===== src/rtl/ctrl_pkg.sv =====
// ctrl_pkg: shared types and constants for the prefix control decoder.
//   alu_op_e   : ALU operation encoding
//   OP_*       : opcode values for the base (level 0) and prefixed tables
//   ctrl_t     : bundle of datapath enables, ALU op, bank and illegal flag
//   CTRL_NOP   : all-zero control word
package ctrl_pkg;

   typedef enum logic [2:0] {
      ALU_ADD  = 3'b000,
      ALU_SUB  = 3'b001,
      ALU_XOR  = 3'b010,
      ALU_RXOR = 3'b011,
      ALU_SLL  = 3'b100,
      ALU_SRL  = 3'b101,
      ALU_AND  = 3'b110
   } alu_op_e;

   // Base table (level 0)
   localparam logic [2:0] OP_PREP = 3'b000;
   localparam logic [2:0] OP_INC  = 3'b001;
   localparam logic [2:0] OP_XOR  = 3'b010;
   localparam logic [2:0] OP_XORR = 3'b011;
   localparam logic [2:0] OP_SLL  = 3'b100;
   localparam logic [2:0] OP_SRL  = 3'b101;

   // Prefixed table (level >= 1)
   localparam logic [2:0] OP_ANDI = 3'b000;
   localparam logic [2:0] OP_BEQ  = 3'b001;
   localparam logic [2:0] OP_LW   = 3'b010;
   localparam logic [2:0] OP_SW   = 3'b011;
   localparam logic [2:0] OP_SAVE = 3'b100;
   localparam logic [2:0] OP_PSFT = 3'b101;
   localparam logic [2:0] OP_PEXT = 3'b110;

   // Bank field is sized for the widest supported level; the top truncates
   // it to its own level width.
   localparam int MAX_LVLW = 4;

   typedef struct packed {
      logic                writePrepReg;
      logic                readPrepReg;
      logic                writeEnabled;
      logic                dataWrite;
      logic                dataRead;
      logic                branch;
      logic                illegal;
      alu_op_e             aluOp;
      logic [MAX_LVLW-1:0] memBank;
   } ctrl_t;

   localparam ctrl_t CTRL_NOP = ctrl_t'('0);

   // Illegal opcode: every enable off, only the flag raised.
   function automatic ctrl_t ctrlIllegal();
      ctrl_t c;
      c         = CTRL_NOP;
      c.illegal = 1'b1;
      return c;
   endfunction

endpackage


===== src/rtl/prefix_level_ctr.sv =====
// prefix_level_ctr: prefix level register plus saturating error counter.
//   clk      : clock, rising edge
//   reset    : asynchronous, active-low
//   inc      : level <= level + 1
//   hold     : level <= level
//   clear    : level <= 0 (wins over inc/hold; none asserted also clears)
//   errInc   : bump errCount, sticking at all-ones
//   level    : current prefix level
//   errCount : saturating illegal-opcode count
module prefix_level_ctr #(
   parameter int LVLW = 2,
   parameter int ERRW = 8
) (
   input  logic            clk,
   input  logic            reset,
   input  logic            inc,
   input  logic            hold,
   input  logic            clear,
   input  logic            errInc,
   output logic [LVLW-1:0] level,
   output logic [ERRW-1:0] errCount
);

   always_ff @(posedge clk or negedge reset) begin
      if (!reset) begin
         level <= '0;
      end else if (clear) begin
         level <= '0;
      end else if (inc) begin
         level <= level + LVLW'(1);
      end else if (hold) begin
         level <= level;
      end else begin
         level <= '0;
      end
   end

   always_ff @(posedge clk or negedge reset) begin
      if (!reset) begin
         errCount <= '0;
      end else if (errInc && (errCount != '1)) begin
         errCount <= errCount + ERRW'(1);
      end
   end

endmodule


===== src/rtl/prefix_ctrl_decoder.sv =====
// prefix_ctrl_decoder: zero-latency instruction control decoder with a
// stacked-prefix state machine.
//   clk, reset        : clock / async active-low reset
//   instr_valid,stall : instruction consumed when valid and not stalled
//   opcode, last_bit  : instruction opcode and LSB (INC vs DEC)
//   write_prep_reg .. branch : datapath enables
//   alu_op            : ALU operation
//   mem_bank          : LW/SW bank (level-1), else 0
//   prep_level        : registered prefix level
//   illegal           : illegal opcode consumed this cycle
//   err_count         : saturating illegal count
module prefix_ctrl_decoder
   import ctrl_pkg::*;
#(
   parameter  int OPW          = 3,
   parameter  int PREFIX_DEPTH = 2,
   localparam int LVLW         = $clog2(PREFIX_DEPTH + 1),
   parameter  int ERRW         = 8
) (
   input  logic            clk,
   input  logic            reset,
   input  logic            instr_valid,
   input  logic            stall,
   input  logic [OPW-1:0]  opcode,
   input  logic            last_bit,
   output logic            write_prep_reg,
   output logic            read_prep_reg,
   output logic            write_enabled,
   output logic            data_write,
   output logic            data_read,
   output logic            branch,
   output logic [2:0]      alu_op,
   output logic [LVLW-1:0] mem_bank,
   output logic [LVLW-1:0] prep_level,
   output logic            illegal,
   output logic [ERRW-1:0] err_count
);

   function automatic ctrl_t decodeBase(input logic [2:0] op, input logic lastBit);
      ctrl_t c;
      c = CTRL_NOP;
      case (op)
         OP_PREP: begin c.writePrepReg = 1'b1; c.writeEnabled = 1'b1; end
         OP_INC:  begin c.writeEnabled = 1'b1; c.aluOp = lastBit ? ALU_ADD : ALU_SUB; end
         OP_XOR:  begin c.writeEnabled = 1'b1; c.aluOp = ALU_XOR;  end
         OP_XORR: begin c.writeEnabled = 1'b1; c.aluOp = ALU_RXOR; end
         OP_SLL:  begin c.writeEnabled = 1'b1; c.aluOp = ALU_SLL;  end
         OP_SRL:  begin c.writeEnabled = 1'b1; c.aluOp = ALU_SRL;  end
         default: c = ctrlIllegal();
      endcase
      return c;
   endfunction

   function automatic ctrl_t decodePrefix(input logic [2:0] op, input logic [LVLW-1:0] lvl);
      ctrl_t c;
      c             = CTRL_NOP;
      c.readPrepReg = 1'b1;
      case (op)
         OP_ANDI: begin c.writeEnabled = 1'b1; c.aluOp = ALU_AND; end
         OP_BEQ:  begin c.branch = 1'b1; c.aluOp = ALU_XOR; end
         OP_LW:   begin
            c.writeEnabled = 1'b1;
            c.dataRead     = 1'b1;
            c.memBank      = MAX_LVLW'(lvl - LVLW'(1));
         end
         OP_SW:   begin
            c.dataWrite = 1'b1;
            c.memBank   = MAX_LVLW'(lvl - LVLW'(1));
         end
         OP_SAVE: c.writeEnabled = 1'b1;
         OP_PSFT: begin c.writePrepReg = 1'b1; c.writeEnabled = 1'b1; c.aluOp = ALU_SLL; end
         OP_PEXT: begin
            // No room for another prefix level: treat as illegal and abort.
            if (lvl == LVLW'(PREFIX_DEPTH)) c = ctrlIllegal();
            else c.writePrepReg = 1'b1;
         end
         default: c = ctrlIllegal();
      endcase
      return c;
   endfunction

   logic            fire;
   logic            opHigh;
   logic [2:0]      opLow;
   logic [LVLW-1:0] level;
   ctrl_t           ctrl;
   logic            lvlInc, lvlHold, lvlClear;

   assign fire   = instr_valid & ~stall;
   assign opLow  = opcode[2:0];
   // Only codes 0-7 exist; anything with upper bits set is illegal.
   assign opHigh = (opcode >> 3) != '0;

   always_comb begin
      ctrl     = CTRL_NOP;
      lvlInc   = 1'b0;
      lvlHold  = 1'b1;
      lvlClear = 1'b0;
      if (fire) begin
         lvlHold = 1'b0;
         if (opHigh)             ctrl = ctrlIllegal();
         else if (level == '0)   ctrl = decodeBase(opLow, last_bit);
         else                    ctrl = decodePrefix(opLow, level);

         if (ctrl.illegal) begin
            lvlClear = 1'b1;
         end else if (level == '0) begin
            lvlInc  = (opLow == OP_PREP);
            lvlHold = ~lvlInc;
         end else begin
            lvlInc   = (opLow == OP_PEXT);
            lvlHold  = (opLow == OP_PSFT);
            lvlClear = ~(lvlInc | lvlHold);
         end
      end
   end

   prefix_level_ctr #(.LVLW(LVLW), .ERRW(ERRW)) uLevelCtr (
      .clk      (clk),
      .reset    (reset),
      .inc      (lvlInc),
      .hold     (lvlHold),
      .clear    (lvlClear),
      .errInc   (ctrl.illegal),
      .level    (level),
      .errCount (err_count)
   );

   assign write_prep_reg = ctrl.writePrepReg;
   assign read_prep_reg  = ctrl.readPrepReg;
   assign write_enabled  = ctrl.writeEnabled;
   assign data_write     = ctrl.dataWrite;
   assign data_read      = ctrl.dataRead;
   assign branch         = ctrl.branch;
   assign illegal        = ctrl.illegal;
   assign alu_op         = ctrl.aluOp;
   assign mem_bank       = ctrl.memBank[LVLW-1:0];
   assign prep_level     = level;

endmodule


===== config.mk =====
export PLATFORM = sky130hd
export DESIGN_NAME = prefix_ctrl_decoder
export DESIGN_NICKNAME = d
export VERILOG_FILES = /design/src/rtl/ctrl_pkg.sv /design/src/rtl/prefix_level_ctr.sv /design/src/rtl/prefix_ctrl_decoder.sv
export SDC_FILE = /design/constraint.sdc
export NUM_CORES = 1
export LEC_CHECK = 0
export ABC_CLOCK_PERIOD_IN_PS = 2500
export CAP_MARGIN = 10
export CORE_MARGIN = 1
export CORE_UTILIZATION = 25
export CTS_BUF_LIST = sky130_fd_sc_hd__clkbuf_16
export CTS_CLUSTER_SIZE = 10
export DETAILED_ROUTE_END_ITERATION = 10
export RECOVER_POWER = 50
export SYNTH_ARGS = -nofsm -noshare
export SYNTH_HDL_FRONTEND = slang
export SYNTH_HIERARCHICAL = 1
export SYNTH_SLANG_ARGS = --single-unit

===== constraint.sdc =====
create_clock -name clk -period 2.5 [get_ports clk]
set_clock_uncertainty 0.15 [all_clocks]
set_input_delay 0.5 -clock clk [delete_from_list [all_inputs] [get_ports clk]]
set_output_delay 0.5 -clock clk [all_outputs]
set_load 0.02 [all_outputs]

==> results.yml <==
drt:
  num_vias: 832
  drc_errors: 0
  final_antenna_net_count: 0
  dr.pass1.iters: 4
  drtIter0Drc: 29
  routed_wl_um: 2160
  viasPerCell: 4.60
  wl_per_cell_um: 11.9
global_routing:
  antenna_found_initial: 0
  grt_pass1_vias: 790
  grt_max_degree: 11
  overflow: 0
  grt_pass1_wl_um: 3400
  grt_usage_pct: 13.0
power:
  powerDensity_mw_per_mm2: 655
  cellLeakagePower_uw: 0.000603
  peakVddDrop_mv: 0.474
critical_path:
  required_ps: 1850
  crit_family: "buffers and inverters"
  crit_path_start_kind: "primary input"
  critical_path.cell_chain: "clkdlybuf4s50_1, buf_4, nor2_1, xnor2_1, nor3_1, clkdlybuf4s15_1"
  regToRegSetupSlack_ps: 240
  slowest_stage: "clkdlybuf4s50_1"
  critical_path_arrival_ps: 1800
  critPathMaxStageDelay_ps: 420
  end_kind: "output pin"
  crit_buf_inv: 3
  critPathKind: "in -> out"
  path_max_fanout: 7
yosys:
  synthCells: 92
  synth_area_um2: 787
  postSynthAreaPerCell_um2: 8.55
  syn_nets: 103
  ys_ff_latch: 10
  ys_warn_count: 6
  ys_seq_area_share_pct: 31.8
  yosysUniqueCellTypes: 35
clock_tree:
  ctsHtreeMaxLevel: 1
  numCtsBuffers: 3
  postCtsSetupBuffers: 0
  clk-insertion-delay-late_ps: 240
  cts_sinks: 10
  path_clk_slew_ps: 40
  cts_tree: "done"
  cts_root_buffer: "clkbuf_16"
  cts_max_path_buffers: 2
timing:
  drv_slew: 0
  fmax_mhz: 408
  rsz0062_at_grt: "false"
  fin_crit_sh_pct: 98.1
  fin_tns_setup_ps: 0
  hold_viol: 0
  finalSetupViolCount: 0
  min_period_ps: 2450
  slew_headroom_pct: 68.8
  tightest_slew_ps: 466
cells_and_area:
  utilization_pct: 45.1
  nets: 151
  drive_gt1_share_pct: 28.8
  num-fill-cells: 288
  syn2layout_area_growth_pct: 64.9
  antenna_cells: 0
floorplan:
  fp-row-count: 19
  dieArea_mm2: 0.00338
  pin_count: 30
  die_y_um: 58.1
  initial_core_util_pct: 27.4
  die_w_um: 58.1
  core-area_mm2: 0.00288
worst_hold_path:
  hp-class: "reg -> reg"
flow_run:
  drv_cap: 0
place:
  hpwl_um: 1680
  io_buffers: 29
  gp_congestion: 0.765
outcome:
  outcome: "finished, final reports clean"
==> cell usage in the layout (no fill, tap or decap), types with 2 or more instances in the layout <==
cell	count
clkbuf_16	3
dlygate4sd2_1	2
a211oi_1	2
a21oi_1	7
nand4_1	3
dlymetal6s2s_1	2
clkdlybuf4s15_2	2
ha_1	2
clkdlybuf4s50_1	6
nand3_1	3
inv_1	5
nor2_1	12
buf_4	18
nand2_1	5
nor3_1	9
clkbuf_2	4
xnor2_1	3
buf_2	2
dfrtp_1	10
dlygate4sd3_1	9
and3_1	3
nor2b_1	2
clkdlybuf4s15_1	2
==> cells by family after synthesis <==
kind of cell	share of synthesized area (%)
xor gates and xnor gates	4.45
AOI/OAI and AO/OA	15.4
and+or+nand+nor	33.4
buffers and inverters	6.84
adders and majority gates	4.77
muxes	3.34
DFF	31.8
==> report_power, final <==
part           switching [uW]  internal, uW
Combinational             171           159
Sequential               40.5           196
Clock                    74.8           210
Total                     286           564
==> area by class of cell <==
class | count | area (um2) | area share [%]
clock buffer | 3 | 75.1 | 5.79
clock inverter | 1 | 3.75 | 0.289
inverter | 5 | 18.8 | 1.45
multi-input combinational | 73 | 497 | 38.3
sequential | 10 | 250 | 19.3
tap | 42 | 52.6 | 4.05
timing repair buffer | 47 | 400 | 30.9
==> synthesized netlist by cell type <==
cell type / number / share of area, %
o21ai_2: 1 / 1.1
nor2b_1: 3 / 2.4
a211oi_1: 2 / 1.9
buf_6: 2 / 2.9
dfrtp_1: 10 / 32
a221o_1: 1 / 1.3
o21bai_1: 1 / 0.95
ha_1: 3 / 4.8
inv_1: 5 / 2.4
nor4bb_4: 1 / 3.2
nand3_1: 3 / 1.9
nor4b_1: 1 / 1.1
and2_4: 1 / 1.1
a21oi_1: 7 / 4.5
mux2_4: 1 / 1.9
o31a_1: 1 / 1.1
buf_2: 1 / 0.64
xnor2_1: 3 / 3.3
buf_4: 1 / 0.95
xor2_1: 1 / 1.1
o21a_1: 1 / 0.95
and3_1: 3 / 2.4
o21ai_0: 1 / 0.64
nand3_2: 1 / 1.3
and4_4: 1 / 1.4
nand4_1: 3 / 2.4
o211ai_1: 1 / 0.95
nor3_1: 9 / 5.7
nand2b_1: 1 / 0.80
o2111ai_1: 1 / 1.1
nor2_1: 13 / 6.2
a21boi_0: 1 / 0.95
mux2_2: 1 / 1.4
nand2_1: 5 / 2.4
and4_1: 1 / 1.1
==> final timing paths <==
check,from,end,depth (start not counted)
max reg2reg,uLevelCtr/level[0],uLevelCtr/errCount[7],9
max in group asynchronous,reset,uLevelCtr/errCount[7],1
max,opcode[0],alu_op[2],6
min reg2reg,uLevelCtr/errCount[0],uLevelCtr/errCount[0],1
min,uLevelCtr/errCount[0],uLevelCtr/errCount[0],1
min in group asynchronous,reset,uLevelCtr/errCount[4],1
==> sequential cells by signal (all words and copies together), names as in the netlist <==
register	count
uLevelCtr/level	2
uLevelCtr/errCount	8
==> per-layer routing <==
metal | vias to the layer above | share of wire [%] | GRT usage [%]
met5 | - | 0 | 0
li1 | 431 | - | -
met4 | 0 | 0 | 3.06
met2 | 13 | 51 | 22.0
met1 | 388 | 47 | 16.8
met3 | 0 | 1.9 | 3.13
==> metrics by stage <==
stage | total power (uW) | hold slack (ps) | std cells | setup slack, ps | cell area [um2]
global route | 901 | 413 | 181 | 4.66 | 1300
global placement | 572 | 374 | 177 | -386 | 1230
detailed placement | 578 | 366 | 177 | -396 | 1230
finish | 850 | 367 | 181 | 47.2 | 1300
CTS | 867 | 380 | 181 | -77.4 | 1310
floorplan | 417 | 54.4 | 92 | 65.6 | 792
==> timing repair <==
| item | 4_1_cts | 5_1_grt |
|---|---|---|
| hold endpoints to repair | 0 | 0 |
| pin swaps | 0 | 1 |
| hold buffers | 0 | 0 |
| gates resized for setup | 25 | 14 |
| cloned | 0 | 0 |
| endpoints found under the setup margin | 12 | 11 |
Note: power is estimated with default switching activity, not from simulation.
